`config.mk`:
```
export PLATFORM = sky130hd
export DESIGN_NAME = button_conditioner
export DESIGN_NICKNAME = d
export VERILOG_FILES = /design/src/rtl/btn_pkg.sv /design/src/rtl/button_channel.sv /design/src/rtl/button_conditioner.sv
export SDC_FILE = /design/constraint.sdc
export NUM_CORES = 1
export LEC_CHECK = 0
export BUFFER_PORTS_ARGS = -buffer_cell sky130_fd_sc_hd__buf_4
export CAP_MARGIN = 30
export CORE_ASPECT_RATIO = 1.4
export CORE_MARGIN = 2
export CORE_UTILIZATION = 45
export DETAILED_ROUTE_END_ITERATION = 6
export GPL_ROUTABILITY_DRIVEN = 0
export GPL_TIMING_DRIVEN = 0
export PLACE_DENSITY = 0.65
export SETUP_SLACK_MARGIN = 0.4
export SYNTH_ARGS = -nofsm -noshare
export SYNTH_HDL_FRONTEND = slang
export SYNTH_SLANG_ARGS = --single-unit
export TNS_END_PERCENT = 10
```
`constraint.sdc`:
```
create_clock -name clk -period 6.9 [get_ports clk]
set_input_delay 0.69 -clock clk [delete_from_list [all_inputs] [get_ports clk]]
set_output_delay 0.69 -clock clk [all_outputs]
set_load 0.02 [all_outputs]
```
`src/rtl/btn_pkg.sv`:
```
// Shared types and width helpers for the push-button conditioner.
package btn_pkg;

    // Per-channel auto-repeat state.
    typedef enum logic [1:0] {
        IDLE,
        WAIT,
        RPT
    } rpt_state_t;

    // Debounce counter width; one spare bit above what the terminal count needs.
    function automatic int unsigned cnt_width(input int unsigned stable_count);
        return $clog2(stable_count) + 1;
    endfunction

    // Repeat counter width, sized for the longer of the two repeat intervals.
    function automatic int unsigned rcnt_width(input int unsigned repeat_delay,
                                               input int unsigned repeat_period);
        int unsigned longest;
        longest = (repeat_delay > repeat_period) ? repeat_delay : repeat_period;
        return $clog2(longest) + 1;
    endfunction

endpackage

```
`src/rtl/button_channel.sv`:
```
// One button channel: synchroniser, debounce counter, press/release pulses and auto-repeat.
module button_channel
    import btn_pkg::*;
#(
    parameter int unsigned SYNC_STAGES   = 2,
    parameter int unsigned STABLE_COUNT  = 2048,
    parameter int unsigned REPEAT_DELAY  = 500,
    parameter int unsigned REPEAT_PERIOD = 100
) (
    input  logic clk,
    input  logic rst,
    input  logic tick,
    input  logic btn_raw,
    input  logic repeat_en,
    output logic level,
    output logic press,
    output logic release_pulse,
    output logic repeat_pulse,
    output logic act
);

    localparam int unsigned CntW  = cnt_width(STABLE_COUNT);
    localparam int unsigned RcntW = rcnt_width(REPEAT_DELAY, REPEAT_PERIOD);

    localparam logic [CntW-1:0]  CntLast    = CntW'(STABLE_COUNT - 1);
    localparam logic [RcntW-1:0] DelayLast  = RcntW'(REPEAT_DELAY - 1);
    localparam logic [RcntW-1:0] PeriodLast = RcntW'(REPEAT_PERIOD - 1);

    logic [SYNC_STAGES-1:0] sync_q, sync_d;
    logic                   sync_bit;

    logic [CntW-1:0]  cnt_q, cnt_d;
    logic             level_q, level_d;
    logic             rose, fell;

    rpt_state_t       state_q, state_d;
    logic [RcntW-1:0] rcnt_q, rcnt_d;
    logic             rpt_d;

    logic press_q, release_q, repeat_q, act_q;

    // Raw input shifts in at bit 0; the top bit is the synchronised level.
    always_comb begin
        sync_d = {sync_q[SYNC_STAGES-2:0], btn_raw};
    end

    assign sync_bit = sync_q[SYNC_STAGES-1];

    // Debounce: accept a new level only after STABLE_COUNT consecutive differing ticks.
    always_comb begin
        cnt_d   = cnt_q;
        level_d = level_q;
        if (sync_bit == level_q) begin
            // Any agreement, ticked or not, restarts the stability window.
            cnt_d = '0;
        end else if (tick) begin
            if (cnt_q == CntLast) begin
                level_d = sync_bit;
                cnt_d   = '0;
            end else begin
                cnt_d = cnt_q + 1'b1;
            end
        end
    end

    assign rose = level_d & ~level_q;
    assign fell = ~level_d & level_q;

    // Auto-repeat: delay from press to first pulse, then a fixed period while held.
    always_comb begin
        state_d = state_q;
        rcnt_d  = rcnt_q;
        rpt_d   = 1'b0;
        if (!repeat_en || fell) begin
            // Release or disable both abort the sequence and win over a terminal count.
            state_d = IDLE;
            rcnt_d  = '0;
        end else begin
            unique case (state_q)
                IDLE: begin
                    // Covers both a fresh press and enable rising while already held.
                    if (level_d) begin
                        state_d = WAIT;
                        rcnt_d  = '0;
                    end
                end
                WAIT: begin
                    if (tick) begin
                        if (rcnt_q == DelayLast) begin
                            rpt_d   = 1'b1;
                            rcnt_d  = '0;
                            state_d = RPT;
                        end else begin
                            rcnt_d = rcnt_q + 1'b1;
                        end
                    end
                end
                RPT: begin
                    if (tick) begin
                        if (rcnt_q == PeriodLast) begin
                            rpt_d  = 1'b1;
                            rcnt_d = '0;
                        end else begin
                            rcnt_d = rcnt_q + 1'b1;
                        end
                    end
                end
                default: begin
                    state_d = IDLE;
                    rcnt_d  = '0;
                end
            endcase
        end
    end

    // All channel state and registered pulse outputs.
    always_ff @(posedge clk or posedge rst) begin
        if (rst) begin
            sync_q    <= '0;
            cnt_q     <= '0;
            level_q   <= 1'b0;
            state_q   <= IDLE;
            rcnt_q    <= '0;
            press_q   <= 1'b0;
            release_q <= 1'b0;
            repeat_q  <= 1'b0;
            act_q     <= 1'b0;
        end else begin
            sync_q    <= sync_d;
            cnt_q     <= cnt_d;
            level_q   <= level_d;
            state_q   <= state_d;
            rcnt_q    <= rcnt_d;
            press_q   <= rose;
            release_q <= fell;
            repeat_q  <= rpt_d;
            act_q     <= rose | rpt_d;
        end
    end

    assign level         = level_q;
    assign press         = press_q;
    assign release_pulse = release_q;
    assign repeat_pulse  = repeat_q;
    assign act           = act_q;

endmodule

```
`src/rtl/button_conditioner.sv`:
```
// N-channel push-button front end; channels are fully independent.
module button_conditioner
    import btn_pkg::*;
#(
    parameter int unsigned CHANNELS      = 4,
    parameter int unsigned SYNC_STAGES   = 2,
    parameter int unsigned STABLE_COUNT  = 2048,
    parameter int unsigned REPEAT_DELAY  = 500,
    parameter int unsigned REPEAT_PERIOD = 100
) (
    input  logic                clk,
    input  logic                rst,
    input  logic                tick,
    input  logic [CHANNELS-1:0] btn_raw,
    input  logic [CHANNELS-1:0] repeat_en,
    output logic [CHANNELS-1:0] level,
    output logic [CHANNELS-1:0] press,
    // "release" is a reserved word, hence the suffix.
    output logic [CHANNELS-1:0] release_pulse,
    output logic [CHANNELS-1:0] repeat_pulse,
    output logic [CHANNELS-1:0] act,
    output logic                any_press
);

    for (genvar i = 0; i < CHANNELS; i++) begin : g_chan
        button_channel #(
            .SYNC_STAGES  (SYNC_STAGES),
            .STABLE_COUNT (STABLE_COUNT),
            .REPEAT_DELAY (REPEAT_DELAY),
            .REPEAT_PERIOD(REPEAT_PERIOD)
        ) u_chan (
            .clk          (clk),
            .rst          (rst),
            .tick         (tick),
            .btn_raw      (btn_raw[i]),
            .repeat_en    (repeat_en[i]),
            .level        (level[i]),
            .press        (press[i]),
            .release_pulse(release_pulse[i]),
            .repeat_pulse (repeat_pulse[i]),
            .act          (act[i])
        );
    end

    // Same-cycle OR of the registered press pulses.
    always_comb begin
        any_press = |press;
    end

endmodule
```
# Word level (Yosys, flattened, before mapping)
# Index checks and enable logic that the tools add are counted.
[op_classes] n_eq_ne=44 n_addsub=8 reduce_logical=25 bitwise=20 muxes=96
[ops] cell="$mux W10" n=24
[ops] cell="$mux W12" n=12
[ops] cell="$pmux W10 S3" n=4
[ops] cell="$add A12 B1 Y12 const B" n=4
[ops] cell="$eq A12 B11 Y1 const B" n=4
[ops] cell="$add A10 B1 Y10 const B" n=4
[ops] cell="$eq A10 B7 Y1 const B" n=4
[ops] cell="$eq A10 B9 Y1 const B" n=4
[ops] cell="$mux W1" n=32
[ops] cell="$mux W2" n=16
[ops] cell="$ne A3 B1 Y1 const B" n=8
[ops] cell="$ne A3 B2 Y1 const B" n=8
[ops] cell="$pmux W2 S3" n=4
[ops] cell="$reduce_and A4 Y1" n=4
[ops] cell="$reduce_and A3 Y1" n=4
[ops] cell="$and A1 B1 Y1" n=8
[ops] cell="$eq A2 B1 Y1 const B" n=4
[ops] cell="$eq A2 B2 Y1 const B" n=4
[ops] cell="$logic_not A2 Y1" n=4
[ops] cell="$ne A2 B1 Y1 const B" n=4
[ops] cell="$not A1 Y1" n=8
[ops] cell="$pmux W1 S2" n=4
[ops] cell="$reduce_bool A2 Y1" n=4
[ops] cell="$eq A1 B1 Y1" n=4
[ops] cell="other kinds (4)" n=13
[totals] out_inout_bits=21 register_bits=124 wordCells=229

# Longest topological paths before layout
[logic_depth] depth_word=9 mapped_depth=8

# By module
# A second synthesis with hierarchy kept.
[hier_totals] hier_cells=707 area_unflattened_um2=7090.6
[by_module_without_submodules] mod="button_channel at g_chan[0].u_chan ..." cells_each=176 seq_area_each_um2=775.7 instances=3 area_per_inst_um2=1781.7
[by_module_without_submodules] mod="button_channel at g_chan[3].u_chan" cells_each=178 seq_area_each_um2=775.7 instances=1 area_per_inst_um2=1737.9
[by_module_without_submodules] mod="button_conditioner" cells_each=1 seq_area_each_um2=0.0 instances=1 area_per_inst_um2=7.5

# Worst setup path after synthesis
# Ideal clock, no wire load.
[synth_timing] path_type="input-to-reg" startpoint="in tick" endpoint="reg g_chan[3].u_chan.rcnt_q[5]" arrival_time_ps=2158 setup_ps=121 t_required_ps=6779 setup_slack_ps=4621 path_stages=7 path_cell_list="buf_6 -> nand4_4 -> or4_1 -> buf_2 -> a21o_1 -> a21o_1 -> a22o_1"
[synth_between] elab_chain_cells=7 elab_cells_between_ends=10
[synth_rtl] item="from (decl)" line_no="button_conditioner.sv:13" text="input logic tick,"
[synth_rtl] item="$mux W1" line_no="button_channel.sv:56" text="end else if (tick) begin"
[synth_rtl] item="$mux W1" line_no="button_channel.sv:53" text="if (sync_bit == level_q) begin"
[synth_rtl] item="$not A1 Y1" line_no="button_channel.sv:67" text="assign fell = ~level_d & level_q;"
[synth_rtl] item="$and A1 B1 Y1" line_no="button_channel.sv:67"
[synth_rtl] item="$logic_or A1 B1 Y1" line_no="button_channel.sv:74" text="if (!repeat_en || fell) begin"
[synth_rtl] item="$ne A3 B1 Y1 (no line) / $ne A3 B2 Y1 (equally long branches)"
[synth_rtl] item="$reduce_and A3 Y1 (no line)"
[synth_rtl] item="to (signal assigned)" line_no="button_channel.sv:133" text="rcnt_q <= rcnt_d;"
[synth_rtl] item="to (decl)" line_no="button_channel.sv:37" text="logic [RcntW-1:0] rcnt_q, rcnt_d;"
# Several ways; a longest one is shown, not always the timed one.
# A chain may end at the register's enable or synchronous reset.

# Worst setup path in the final report
[layout_timing] startpoint="reg g_chan[1].u_chan.cnt_q[0]" endpoint="reg g_chan[1].u_chan.rcnt_q[4]"
[layout_between] elab_chain_cells=9 elab_cells_between_ends=12
[layout_rtl] item="from (decl)" line_no="button_channel.sv:32" text="logic [CntW-1:0] cnt_q, cnt_d;"
[layout_rtl] item="from (signal assigned)" line_no="button_channel.sv:130" text="cnt_q <= cnt_d;"
[layout_rtl] item="$eq A12 B11 Y1 (*)" line_no="button_channel.sv:57" text="if (cnt_q == CntLast) begin"
[layout_rtl] item="$mux W1 (*)" line_no="button_channel.sv:57"
[layout_rtl] item="$mux W1 (*)" line_no="button_channel.sv:56"
[layout_rtl] item="$mux W1 (*)" line_no="button_channel.sv:53"
[layout_rtl] item="$not A1 Y1" line_no="button_channel.sv:67"
[layout_rtl] item="$and A1 B1 Y1" line_no="button_channel.sv:67"
[layout_rtl] item="$logic_or A1 B1 Y1" line_no="button_channel.sv:74"
[layout_rtl] item="$ne A3 B1 Y1 (no line) / $ne A3 B2 Y1 (equally long branches)"
[layout_rtl] item="$reduce_and A3 Y1 (no line)"
[layout_rtl] item="to (signal assigned)" line_no="button_channel.sv:133"
[layout_rtl] item="to (decl)" line_no="button_channel.sv:37"
# Every way passes the cells marked *; elsewhere a longest branch is shown, timed or not.

==> results by group <==
Floorplan
  – Die height: about 150 µm
  – I/O pin cnt: 32
  – Core Box Area: around 0.015 mm²
  – Initial Utilization: 0.4630
  – Die Wd: approximately 110 µm
  – Std-Cell Rows: 53
  – Total Die Area: between 0.015 and 0.02 mm²

Global route
  – Grt ovf: 0
  – Number of global-route vias before repair: 5657
  – Global-route wire length before repair: around 26 mm
  – Largest net degree at the start of global routing: between 100 and 150
  – GRT busiest layer: met2
  – M3 GR Usage: 0.04405
  – Met2 usage: 0.3472
  – Routing usage on met1: 0.2220
  – Total GRT Usage: 0.1934
  – Initial antenna violation count: 0

Synthesis
  – Mean Syn Cell Area: 9.736 µm²
  – Yosys reg bits: 124
  – Sequential area share after synthesis: 0.4433
  – FFs w/ async S/R, synth: 1.000
  – Mux cell area share after synthesis: 0.007685
  – Ranking of synthesized cells by area: dfrtp_1, ha_1, nand2_1
  – Synth Instances: a little over 700
  – Post-Synthesis Net Count: around 750
  – Number of flops mapped to enable cells by yosys: 0
  – Yosys Warn Count: 0
  – Largest family of logic cells by synthesized area: simple AND/OR/NAND/NOR gates
  – Most used DFF post-synth: dfrtp_1
  – Post-synthesis adder-cell area fraction: 0.04290
  – Simple logic cell fraction of the synthesized area: 0.2332
  – Mapped cell area: between 0.007 and 0.008 mm²
  – Xor-xnor portion of the synthesized cell area: 0.04629
  – Yosys cell types: 80
  – Post-synthesis compound-gate area fraction: 0.1782
  – Top-area cell type share of the netlist area: 0.4433
  – Post-synth top area cell: dfrtp_1

Cells and area
  – Area delta synth->final: 16.07%
  – Share of cells above drive strength 1: 0.1598
  – Register area: about 0.0031 mm²
  – Fillcell total: 1374
  – Most frequent cells in the layout: dfrtp_1, nand2_1, nor2_1
  – Area of the multi-input gates: approximately 0.0036 mm²
  – ANT cells: 0
  – Fin nets: around 800
  – Most common cell after layout, fill and taps aside: dfrtp_1

Detailed routing
  – Final ANT Viol Nets: 0
  – Initial DRC count: 257
  – Avg WL per Cell: ~15 µm
  – WL final: approximately 15 mm
  – TritonRoute pass-1 iters: 5
  – Vias: roughly 5600
  – DRC: 0
  – Via density per instance: roughly 5.8

STA
  – Worst Max-Slew Pin Slew: about 0.74 ns
  – Tmin final: about 2.4 ns
  – Final Hold Vio Count: 0
  – Worst slew margin: 0.5001
  – Fin Setup TNS: 0 ns
  – Fmax: between 400 and 500 MHz
  – Final worst-path cycle share: 0.3532
  – Clock Skew: approximately 0.0085 ns
  – Worst setup margin: around 4.5 ns
  – Final setup viols: 0
  – RSZ-0062 raised after global routing: no
  – Slew Viols, Final: 0

Clocking
  – CTS max path bufs: 2
  – Clock Sinks: roughly 120
  – Root buf cell: clkbuf_16
  – Post-CTS Resized: 0
  – Clk slew on worst S/H paths: roughly 0.06 ns
  – CTS Hold Bufs: 0
  – Clock Latency Late Sink: 0.42 ns
  – CTS tree: done
  – H-tree depth: 4
  – Total CTS buffers: 17
  – Postcts setup bufs: 0

Setup path
  – Reg2reg start: g_chan[1].u_chan.cnt_q[0]
  – Worst reg2reg endpoint: g_chan[1].u_chan.rcnt_q[4]
  – Crit. End Element: flip-flop
  – Most used cell, CP: o41ai_1
  – Crit Path Class: reg -> reg
  – Critical Path, Cell by Cell: ha_1 > nand4_4 > o41ai_1 > a21oi_1 > o2bb2a_1 > o41ai_1
  – Critical path's largest stage delay: 0.76 ns
  – WP data arrival: 2.73 ns
  – CP max FO: 10
  – Worst Path Required: between 7 and 8 ns
  – Startpoint Class: flip-flop
  – Slowest stage cell, crit path: o41ai_1
  – Worst reg2reg path depth: 6
  – Reg2reg setup slack: ~4.5 ns

Place
  – Pre-CTS setup slack: around 4.1 ns
  – Post-DP HPWL: approximately 11 mm
  – Buffers on Ports: 30

Run
  – Max Cap Viol: 0

Power and ir drop
  – Worst vdd ir: between 150 and 200 µV
  – Gate power share: 0.072
  – P_sw: 0.4174 mW
  – Internal cell power: roughly 1.4 mW
  – Clk pwr share: 0.516
  – Power density over the cells: 224.5 mW/mm²
  – Switching share of power: 0.2289
  – Lkg Pwr: between 3 and 4 nW
  – Sequential Power Share: 0.412

Status
  – Status: completed

Hold path
  – Min-Delay Path Class: in -> async
## Yosys cell counts (3+ instances only)
master,count
dfrtp_1,124
a31oi_1,8
a22o_1,10
and2_1,5
and4_1,6
xor2_1,21
buf_2,4
clkbuf_1,4
or2_2,6
nand3_1,35
o21ai_0,40
o41ai_2,3
nand2_1,76
nand2b_1,9
o31ai_1,13
o22ai_1,8
nor4_1,9
nand4b_1,5
mux2_2,3
a21o_1,7
o2bb2a_1,3
or4_1,4
ha_1,24
nand3b_1,3
nand4_4,3
inv_1,33
o41a_1,4
nor2_1,61
a21oi_1,21
and3_1,12
nor2b_1,10
nand4_1,15
o41ai_1,9
xnor2_1,16
nor3_1,9
buf_4,22
o21a_1,4
nor4b_1,6
a22oi_1,4
or3_1,8
## critical path, delay by kind of cell (launching register included)
kind / cells / cell delay, ns
fa+ha+maj: 1 / 0.26
simple gates: 1 / 0.18
compound gates: 4 / 1.48
flops: 1 / 0.39
## worst max path at each step
stage                                         start  slack (ns)                         end
after global routing      g_chan[1].u_chan.cnt_q[0]        4.23  g_chan[1].u_chan.rcnt_q[4]
after detailed placement                       tick        4.11        g_chan[1].u_chan.act
after floorplan                                 rst        2.91        g_chan[0].u_chan.act
after CTS                 g_chan[1].u_chan.cnt_q[0]        4.45  g_chan[1].u_chan.rcnt_q[4]
after global placement                          rst        1.53  g_chan[0].u_chan.rcnt_q[2]
final                     g_chan[1].u_chan.cnt_q[0]        4.46  g_chan[1].u_chan.rcnt_q[4]
## flip-flops by register name (all words and copies together) (netlist names)
signal                       flops
g_chan.u_chan.cnt_q             48
g_chan.u_chan.press              4
g_chan.u_chan.state_q            8
g_chan.u_chan.sync_q             8
g_chan.u_chan.release_pulse      4
g_chan.u_chan.act                4
g_chan.u_chan.repeat_pulse       4
g_chan.u_chan.rcnt_q            40
g_chan.u_chan.level              4
## layout make-up
class,count,share of cell area
Buffer,32,0.02649
Clock buffer,21,0.05667
Clock inverter,11,0.02048
Inverter,33,0.01586
Multi-Input combinational cell,530,0.4379
Sequential cell,124,0.3819
Tap cell,192,0.02957
Timing Repair Buffer,31,0.03111
## power by group through the flow
stage	sequential (mW)	combinational, mW	clock, mW
final	0.751	0.132	0.942
after global placement	0.762	0.126	0
after global routing	0.752	0.151	0.992
after floorplan	0.760	0.0984	0
after detailed placement	0.763	0.133	0
after CTS	0.750	0.133	0.959
## layer usage
metal | part of all wire | up-vias | wire [µm]
met2 | 0.52 | 100 | 7781
met5 | 0 | - | 0
met4 | 0.018 | 0 | 267
li1 | - | 2726 | -
met1 | 0.43 | 2780 | 6348
met3 | 0.034 | 29 | 511
## through the flow
step | instances | util | cell area (µm²) | hold WS (ns) | power, mW
5_1_grt | 974 | 0.5374 | 8125 | 0.2236 | 1.895
2_1_floorplan | 719 | - | 7000 | 0.3312 | 0.8585
4_1_cts | 974 | 0.5374 | 8125 | 0.2110 | 1.842
3_3_place_gp | 941 | 0.4938 | 7466 | 0.3396 | 0.8878
3_5_place_dp | 942 | 0.4959 | 7498 | 0.3364 | 0.8956
6_report | 974 | 0.5374 | 8125 | 0.2156 | 1.824
## kinds of logic (layout without fill, tap and decap cells)
group                    after synthesis  in the layout
adder cells (fa/ha/maj)               24             24
XOR/XNOR                              37             37
AND/OR/NAND/NOR                      297            297
AO/OA/AOI/OAI                        167            167
buffers and inverters                 65            128
flip-flops                           124            124
multiplexers                           5              5
Power figures use the tool's default switching activity.
